$ cat src/rtl/seq_core_pkg.sv
// Shared definitions for the sequencer-core fetch path: default widths,
// the NOP encoding loaded into ir on bubbles/flushes, and the per-cycle
// action decode used by the fetch buffer.
package seq_core_pkg;

   localparam int A_SIZE_DEF = 10;
   localparam int I_SIZE_DEF = 16;
   localparam int NOP_ENC    = 0;

   // What the fetch buffer does this cycle, highest priority first.
   typedef enum logic [2:0] {
      ACT_HALT   = 3'd0,
      ACT_REDIR  = 3'd1,
      ACT_FLUSH  = 3'd2,
      ACT_BUBBLE = 3'd3,
      ACT_RUN    = 3'd4
   } fetch_act_e;

   function automatic fetch_act_e decode_act(input logic halt,
                                             input logic redir,
                                             input logic flush,
                                             input logic bubble);
      if (halt)   return ACT_HALT;
      if (redir)  return ACT_REDIR;
      if (flush)  return ACT_FLUSH;
      if (bubble) return ACT_BUBBLE;
      return ACT_RUN;
   endfunction

endpackage

$ cat src/rtl/seq_core_fetch_fifo.sv
// Prefetch queue for the fetch buffer. DEPTH must be a power of two so the
// read/write pointers wrap naturally. A clear wins over push/pop in the same
// cycle; push and pop together keep the level unchanged (legal when full).
module seq_core_fetch_fifo #(
   parameter int W     = 26,
   parameter int DEPTH = 4
) (
   input  logic                         clk,
   input  logic                         rst_n,
   input  logic                         clr_i,
   input  logic                         push_i,
   input  logic                         pop_i,
   input  logic [W-1:0]                 wdata_i,
   output logic [W-1:0]                 rdata_o,
   output logic [$clog2(DEPTH+1)-1:0]   level_o
);

   localparam int PW = (DEPTH > 1) ? $clog2(DEPTH) : 1;
   localparam int LW = $clog2(DEPTH+1);

   logic [W-1:0]  mem_q [DEPTH];
   logic [PW-1:0] wr_ptr_q;
   logic [PW-1:0] rd_ptr_q;
   logic [LW-1:0] level_q;

   // Entry storage; contents are don't-care until written, so no reset.
   always_ff @(posedge clk) begin
      if (push_i && !clr_i) begin
         mem_q[wr_ptr_q] <= wdata_i;
      end
   end

   // Pointer and occupancy tracking.
   always_ff @(posedge clk or negedge rst_n) begin
      if (!rst_n) begin
         wr_ptr_q <= '0;
         rd_ptr_q <= '0;
         level_q  <= '0;
      end else if (clr_i) begin
         wr_ptr_q <= '0;
         rd_ptr_q <= '0;
         level_q  <= '0;
      end else begin
         if (push_i) wr_ptr_q <= wr_ptr_q + 1'b1;
         if (pop_i)  rd_ptr_q <= rd_ptr_q + 1'b1;
         case ({push_i, pop_i})
            2'b10:   level_q <= level_q + 1'b1;
            2'b01:   level_q <= level_q - 1'b1;
            default: level_q <= level_q;
         endcase
      end
   end

   assign rdata_o = mem_q[rd_ptr_q];
   assign level_o = level_q;

endmodule

$ cat src/rtl/seq_core_fetch_buf.sv
// Fetch buffer for the sequencer core: drives the program-memory address,
// prefetches into a small queue and feeds the decode-stage IR.
// Optional feature: define SEQ_CORE_FETCH_BYPASS_EN to let a fetch go
// straight into ir when the queue is empty and decode is ready for it,
// cutting fetch-to-ir latency from two cycles to one.
module seq_core_fetch_buf
   import seq_core_pkg::*;
#(
   parameter int A_SIZE  = A_SIZE_DEF,
   parameter int I_SIZE  = I_SIZE_DEF,
   parameter int Q_DEPTH = 4
) (
   input  logic                          clk,
   input  logic                          rst_n,
   output logic [A_SIZE-1:0]             pc,
   input  logic [I_SIZE-1:0]             instruction,
   input  logic                          imem_valid,
   input  logic                          r2_pc_halt,
   input  logic                          r2_pc_load,
   input  logic                          r2_pc_loadr,
   input  logic                          r2_pc_flush,
   input  logic [A_SIZE-1:0]             r2_pc_target,
   input  logic                          bubble,
   output logic [I_SIZE-1:0]             ir,
   output logic                          ir_valid,
   output logic [A_SIZE-1:0]             ir_pc,
   output logic [$clog2(Q_DEPTH+1)-1:0]  q_level
);

   localparam int LW = $clog2(Q_DEPTH+1);
   localparam int EW = A_SIZE + I_SIZE;

   fetch_act_e        act;
   logic              pop_slot;
   logic              fifo_pop;
   logic              fifo_push;
   logic              fifo_clr;
   logic              push_ok;
   logic              bypass;
   logic [EW-1:0]     head;
   logic [LW-1:0]     level;

   logic [A_SIZE-1:0] pc_q, pc_d;
   logic [A_SIZE-1:0] ir_pc_q, ir_pc_d;
   logic [I_SIZE-1:0] ir_q, ir_d;
   logic              ir_valid_q, ir_valid_d;

   assign act = decode_act(r2_pc_halt, r2_pc_load | r2_pc_loadr, r2_pc_flush, bubble);

   // Decode takes something this cycle: a queued entry, a bypassed fetch or a NOP.
   assign pop_slot = (act == ACT_RUN);
   assign fifo_pop = pop_slot && (level != '0);
   assign push_ok  = (act != ACT_HALT) && (act != ACT_REDIR) && imem_valid &&
                     ((level < LW'(Q_DEPTH)) || fifo_pop);
`ifdef SEQ_CORE_FETCH_BYPASS_EN
   assign bypass   = pop_slot && (level == '0) && push_ok;
`else
   assign bypass   = 1'b0;
`endif
   assign fifo_push = push_ok && !bypass;
   assign fifo_clr  = (act == ACT_REDIR);

   seq_core_fetch_fifo #(
      .W     (EW),
      .DEPTH (Q_DEPTH)
   ) u_fifo (
      .clk     (clk),
      .rst_n   (rst_n),
      .clr_i   (fifo_clr),
      .push_i  (fifo_push),
      .pop_i   (fifo_pop),
      .wdata_i ({pc_q, instruction}),
      .rdata_o (head),
      .level_o (level)
   );

   // Next pc and IR contents from the winning action of this cycle.
   always_comb begin
      pc_d       = pc_q;
      ir_d       = ir_q;
      ir_valid_d = ir_valid_q;
      ir_pc_d    = ir_pc_q;
      unique case (act)
         ACT_REDIR: begin
            pc_d = r2_pc_load ? r2_pc_target : (ir_pc_q + r2_pc_target);
            if (r2_pc_flush) begin
               ir_d       = I_SIZE'(NOP_ENC);
               ir_valid_d = 1'b0;
            end
         end
         ACT_FLUSH: begin
            ir_d       = I_SIZE'(NOP_ENC);
            ir_valid_d = 1'b0;
         end
         ACT_RUN: begin
            if (fifo_pop) begin
               ir_d       = head[I_SIZE-1:0];
               ir_pc_d    = head[EW-1:I_SIZE];
               ir_valid_d = 1'b1;
            end else if (bypass) begin
               ir_d       = instruction;
               ir_pc_d    = pc_q;
               ir_valid_d = 1'b1;
            end else begin
               ir_d       = I_SIZE'(NOP_ENC);
               ir_valid_d = 1'b0;
            end
         end
         default: begin
         end
      endcase
      if (push_ok) begin
         pc_d = pc_q + 1'b1;
      end
   end

   // Fetch address and decode-stage IR registers.
   always_ff @(posedge clk or negedge rst_n) begin
      if (!rst_n) begin
         pc_q       <= '0;
         ir_q       <= '0;
         ir_valid_q <= 1'b0;
         ir_pc_q    <= '0;
      end else begin
         pc_q       <= pc_d;
         ir_q       <= ir_d;
         ir_valid_q <= ir_valid_d;
         ir_pc_q    <= ir_pc_d;
      end
   end

   assign pc       = pc_q;
   assign ir       = ir_q;
   assign ir_valid = ir_valid_q;
   assign ir_pc    = ir_pc_q;
   assign q_level  = level;

endmodule
$ cat config.mk
export PLATFORM = sky130hd
export DESIGN_NAME = seq_core_fetch_buf
export DESIGN_NICKNAME = d
export VERILOG_FILES = /design/src/rtl/seq_core_pkg.sv /design/src/rtl/seq_core_fetch_fifo.sv /design/src/rtl/seq_core_fetch_buf.sv
export SDC_FILE = /design/constraint.sdc
export NUM_CORES = 1
export LEC_CHECK = 0
export CAP_MARGIN = 20
export CORE_UTILIZATION = 30
export CTS_BUF_LIST = sky130_fd_sc_hd__clkbuf_16
export DETAILED_ROUTE_END_ITERATION = 7
export HOLD_SLACK_MARGIN = 0.08
export SLEW_MARGIN = 20
export SYNTH_ARGS = -nofsm -noshare
export SYNTH_HDL_FRONTEND = slang
export SYNTH_SLANG_ARGS = --single-unit
$ cat constraint.sdc
create_clock -name clk -period 2.8 [get_ports clk]
set_clock_uncertainty 0.15 [all_clocks]
set_input_delay 0.84 -clock clk [delete_from_list [all_inputs] [get_ports clk]]
set_output_delay 0.84 -clock clk [all_outputs]
set_load 0.02 [all_outputs]
Word-level counts from Yosys, hierarchy flattened
Memory sizes are Yosys's and may differ from the RTL's.
Cells that the tools add are included.

storage, ports and cells
  memories = 1
  output and inout port bits = 40
  logic and storage cells = 73
  register bits after elaboration = 44
  RAM bits = 104
  input bits = 34

memory list
  name          words  bits a word  rd ports  clocked after Yosys merged registers in  write ports  RTL line                   source
  u_fifo.mem_q  4      26           1         0                                        1            seq_core_fetch_fifo.sv:21  logic [W-1:0] mem_q [DEPTH];

cells by class
  $lt $le $gt $ge = 1
  equal/unequal tests = 7
  $add $sub $neg = 6
  multiplexer cells = 35
  reductions and logical operators = 15
  bitwise logic cells = 1

operators with widths
  operator                                                number
  case mux 16 bit (3 select lines)                        1
  2-to-1 mux 16 bit                                       2
  2-to-1 mux 10 bit                                       3
  2-to-1 mux 3 bit                                        9
  2-to-1 mux 1 bit                                        14
  nonzero test 3 bit                                      4
  adder 10 x 1 -> 10 bit (second input constant)          1
  adder 10 bit                                            1
  2-to-1 mux 2 bit                                        4
  case mux 3 bit (2 select lines)                         1
  logical AND 1 bit                                       5
  adder 2 x 1 -> 2 bit (second input constant)            2
  AND reduction 2 bit                                     2
  nonzero test 2 bit                                      2
  adder 3 x 1 -> 3 bit (second input constant)            1
  == test 3 x 1 -> 1 bit (second input constant)          1
  == test 3 x 2 -> 1 bit (second input constant)          1
  == test 3 bit (second input constant)                   1
  less-than comparator 3 bit (second input constant)      1
  inequality test 3 x 1 -> 1 bit (second input constant)  1
  case mux 1 bit (3 select lines)                         1
  subtractor 3 x 1 -> 3 bit (second input constant)       1
  == test 2 x 1 -> 1 bit (second input constant)          1
  == test 2 bit (second input constant)                   1
  4 further kinds                                         4

Longest topological paths before layout
  word-level depth = 19
  depth in mapped cells = 9
  depth with buffers taken out = 9

Hierarchy
Synthesis repeated with hierarchy kept, for this count alone.

unflattened totals
  cell total of the unflattened synthesis = 391
  area total of the unflattened synthesis = 6,454.9 sq um

by module, submodules not included
  module               sequential area each (sq um)  area each (sq um)  cells an instance  times used
  seq_core_fetch_fifo  3,298.2                       4,227.8            177                1
  seq_core_fetch_buf   925.9                         2,227.1            214                1

Least setup slack after synthesis
OpenSTA, ideal clock, no wires.

  path type = input to register
  start point = in r2_pc_target[0]
  end point = reg pc_q[8], in the netlist pc[8]
  buffers on the path = 0
  required time = 2.568 ns
  library setup time = 0.082 ns
  cell stages on the path = 8
  slack = -0.243 ns
  arrival = 2.811 ns
  path through = ha_1 fa_1 a211oi_2 o21bai_1 a2111oi_2 nor2_1 or4b_1 a31oi_1

between the ends
  word-level cells in the longest chain between the ends = 4

RTL lines
  item                  RTL line                   source
  start, declared       seq_core_fetch_buf.sv:22   input logic [A_SIZE-1:0] r2_pc_target,
  adder 10 bit          seq_core_fetch_buf.sv:85   pc_d = r2_pc_load ? r2_pc_target : (ir_pc_q + r2_pc_target);
  2-to-1 mux 10 bit     seq_core_fetch_buf.sv:85
  2-to-1 mux 10 bit     seq_core_fetch_buf.sv:83   unique case (act)
  2-to-1 mux 10 bit     seq_core_fetch_buf.sv:112  if (push_ok) begin
  end signal, assigned  seq_core_fetch_buf.sv:125  pc_q <= pc_d;
  end, declared         seq_core_fetch_buf.sv:43   logic [A_SIZE-1:0] pc_q, pc_d;

Every way passes these cells. The select of a mux whose other input is x is not followed.
A chain may end at the register's enable or synchronous reset.

Worst setup path in the final report
Ends and elaborated chain as after synthesis.

==> run metrics <==
status completed; Ys Warns 0; Relative slew margins a little over a third; Tot Pwr 5.25 mW; most common cell after layout, fill and taps aside edfxtp_1; Yosys top cell area share approximately half; max-cap violation count 0; commonest non-fill, non-tap cells in the layout edfxtp_1, clkdlybuf4s50_1, buf_4, dfrtp_1, mux4_2; slowest stage cell, crit path or4b_1; Die Height about 150 um; RSZ-0062 raised after global routing false; Critical Path AT 2890 ps; met3 WL between 500 and 600 um; H-tree depth 4; Seq/Total Area, Yosys between 60% and 70%; FF+latch count, synth ~150; top_reg_cell synth edfxtp_1; DRC violation count after routing 0; dominant cells by area after synthesis edfxtp_1, dfrtp_1, mux4_2, ha_1, a22o_1; CP Class in2reg; vias in the first global route slightly above 4,000; detailed placement HPWL about 9700 um; PortBufs 73; mapped cell area slightly above 0.006 mm2; synthesis-to-finish area growth 33.9%; Vias/cell 4.84; DIE AREA ~0.021 mm2; async set-or-reset flop fraction in the synthesized netlist between 20% and 30%; Final min period between 2000 and 3000 ps; DRT antenna net count 0; Root Buffer clkbuf_16; Die Span X roughly 150 um; crit path cell chain buf_6 > ha_4 > fa_2 > a211oi_2 > o21bai_2 > a2111oi_2 > nor2_1 > or4b_1 > a31oi_1; Peak Freq about 370 MHz; top routing layer used met4; share of post-route cells with drive strength above 1 approximately 27%; Met2 Routed Length 7140 um; area leader, netlist edfxtp_1; placer congestion estimate between 0.8 and 0.9; first-pass GRT wire length 22,500 um; Distinct cells, synth 48; Cells after Synth 376; DRT iter0 DRCs around 140; final std cells w/o fill around 790; number of flops mapped to enable cells by yosys 104; worst skew pair latency about 430 ps; static leakage ~3.1 nW; post-synthesis net count 426; Clock Sinks approximately 150; final wirelength between 10,000 and 15,000 um; GRT Total Usage around 14%; CTS Hold Bufs 0; routed vias 3,815; Starting Density a little under a third; Remaining Overflow, GRT 0; Peak VDD IR between 400 and 500 uV; CTS tree yes; largest net degree at the start of global routing 25; area of the core 0.0203 mm2; CP Buf/Inv Count 1; maximum clock path buffer count 2; Worst Setup End Kind flop; antenna violations before repair 0; pwr dens approximately 630 mW/mm2; Finish-stage setup viols 0; Final nets 556; CTS Buf Count 17; Slew @ Worst Pin 976 ps; clock slew at the register clock pins of the worst setup and hold paths ~60 ps; delay-heaviest family, CP compound AO/OA/AOI/OAI gates; critical path required time 2990 ps; Antenna Cells 0; Final Hold Fails 0; Initial DRT Pass Iterations 4; Slew Viols, Final 0; type of origin of the critical path input pin; CP max FO 2; min-delay worst type in2async; io pins 74; site row count 52; wl on met1 ~6200 um; Placed Cells 754; Largest stage delay, worst path roughly 480 ps; routed len/inst 17.9 um; synthesized area per cell ~17 um2; final critical-path share of the clock period 96.3%
timing repair:
item,CTS,global route
setup endpoints to repair,1,2
resized for setup,6,13
pin swaps,7,9
buffers inserted,2,1
cloned,0,0
kinds of logic (layout without fill, tap and decap cells):
| family | Yosys count | in the layout | synth area share (%) |
|---|---|---|---|
| AND/OR/NAND/NOR | 63 | 63 | 5.38 |
| adder cells (fa/ha/maj) | 16 | 16 | 3.45 |
| buffers and inverters | 20 | 163 | 1.30 |
| AO/OA/AOI/OAI | 74 | 74 | 8.18 |
| flip-flops | 148 | 148 | 67.7 |
| XOR/XNOR | 13 | 13 | 1.83 |
| multiplexers | 42 | 42 | 12.2 |
power by group:
part           switching (mW)  internal, mW  leakage, nW
clock network           0.939          1.24        0.268
logic                   0.268         0.280         1.30
registers              0.0922          2.43         1.53
through the flow:
| stage | hold WS [ps] | setup slack [ps] | setup TNS (ps) | util [%] | area, um2 |
|---|---|---|---|---|---|
| CTS | 294 | 0.963 | 0 | 41.0 | 8320 |
| floorplan | 365 | -182 | -182 | - | 6250 |
| detailed placement | 343 | -781 | -28310 | 38.0 | 7720 |
| global placement | 330 | -722 | -22340 | 38.0 | 7720 |
| finish | 291 | 104 | 0 | 41.2 | 8360 |
| global route | 311 | 3.46 | 0 | 41.2 | 8360 |
synthesized netlist by cell type, types with 5 or more instances:
cell,number
mux4_2,26
nor3_1,7
buf_2,5
inv_1,5
o21ai_0,13
a31oi_1,5
mux2i_1,6
a22o_1,16
edfxtp_1,104
nand2_1,13
mux2_2,10
xor2_1,9
and2_1,9
nor2_1,16
clkbuf_1,7
ha_1,14
dfrtp_1,44
a21oi_1,17
state kept, by name, summed over array words and instances (netlist names):
name	count
u_fifo.mem_q	104
ir	16
ir_pc	10
pc	10
u_fifo.level_o	3
u_fifo.rd_ptr_q	2
u_fifo.wr_ptr_q	2
ir_valid	1
worst paths after layout:
| check | startpoint | to | slack, ps | cells after the start |
|---|---|---|---|---|
| worst max-delay path | r2_pc_target[0] | pc[8]$_DFFE_PN0P_ | 100 | 9 |
| worst min-delay path | rst_n | u_fifo.wr_ptr_q[1]$_DFFE_PN0P_ | 290 | 1 |
| worst max register to register | ir_pc[0]$_DFFE_PN0P_ | pc[8]$_DFFE_PN0P_ | 130 | 8 |
| worst min register to register | ir_valid$_DFFE_PN0P_ | ir_valid$_DFFE_PN0P_ | 350 | 1 |
| max in group asynchronous | rst_n | pc[3]$_DFFE_PN0P_ | 1660 | 2 |
| min in group clk | ir_valid$_DFFE_PN0P_ | ir_valid$_DFFE_PN0P_ | 350 | 1 |
cell type report:
cell class / instances / area, um2
Tap cell: 270 / 338
Inverter: 5 / 18.8
Multi-Input combinational cell: 208 / 1990
Fill cell: 1867 / 11900
Sequential cell: 148 / 4230
Clock buffer: 17 / 425
Timing Repair Buffer: 126 / 1210
Clock inverter: 15 / 148
metal layers:
| metal | up-vias | track usage, % |
|---|---|---|
| met4 | 0 | 5.63 |
| li1 | 1764 | - |
| met2 | 79 | 23.6 |
| met3 | 17 | 4.00 |
| met5 | - | 0 |
| met1 | 1955 | 17.3 |
Power figures use the tool's default switching activity.
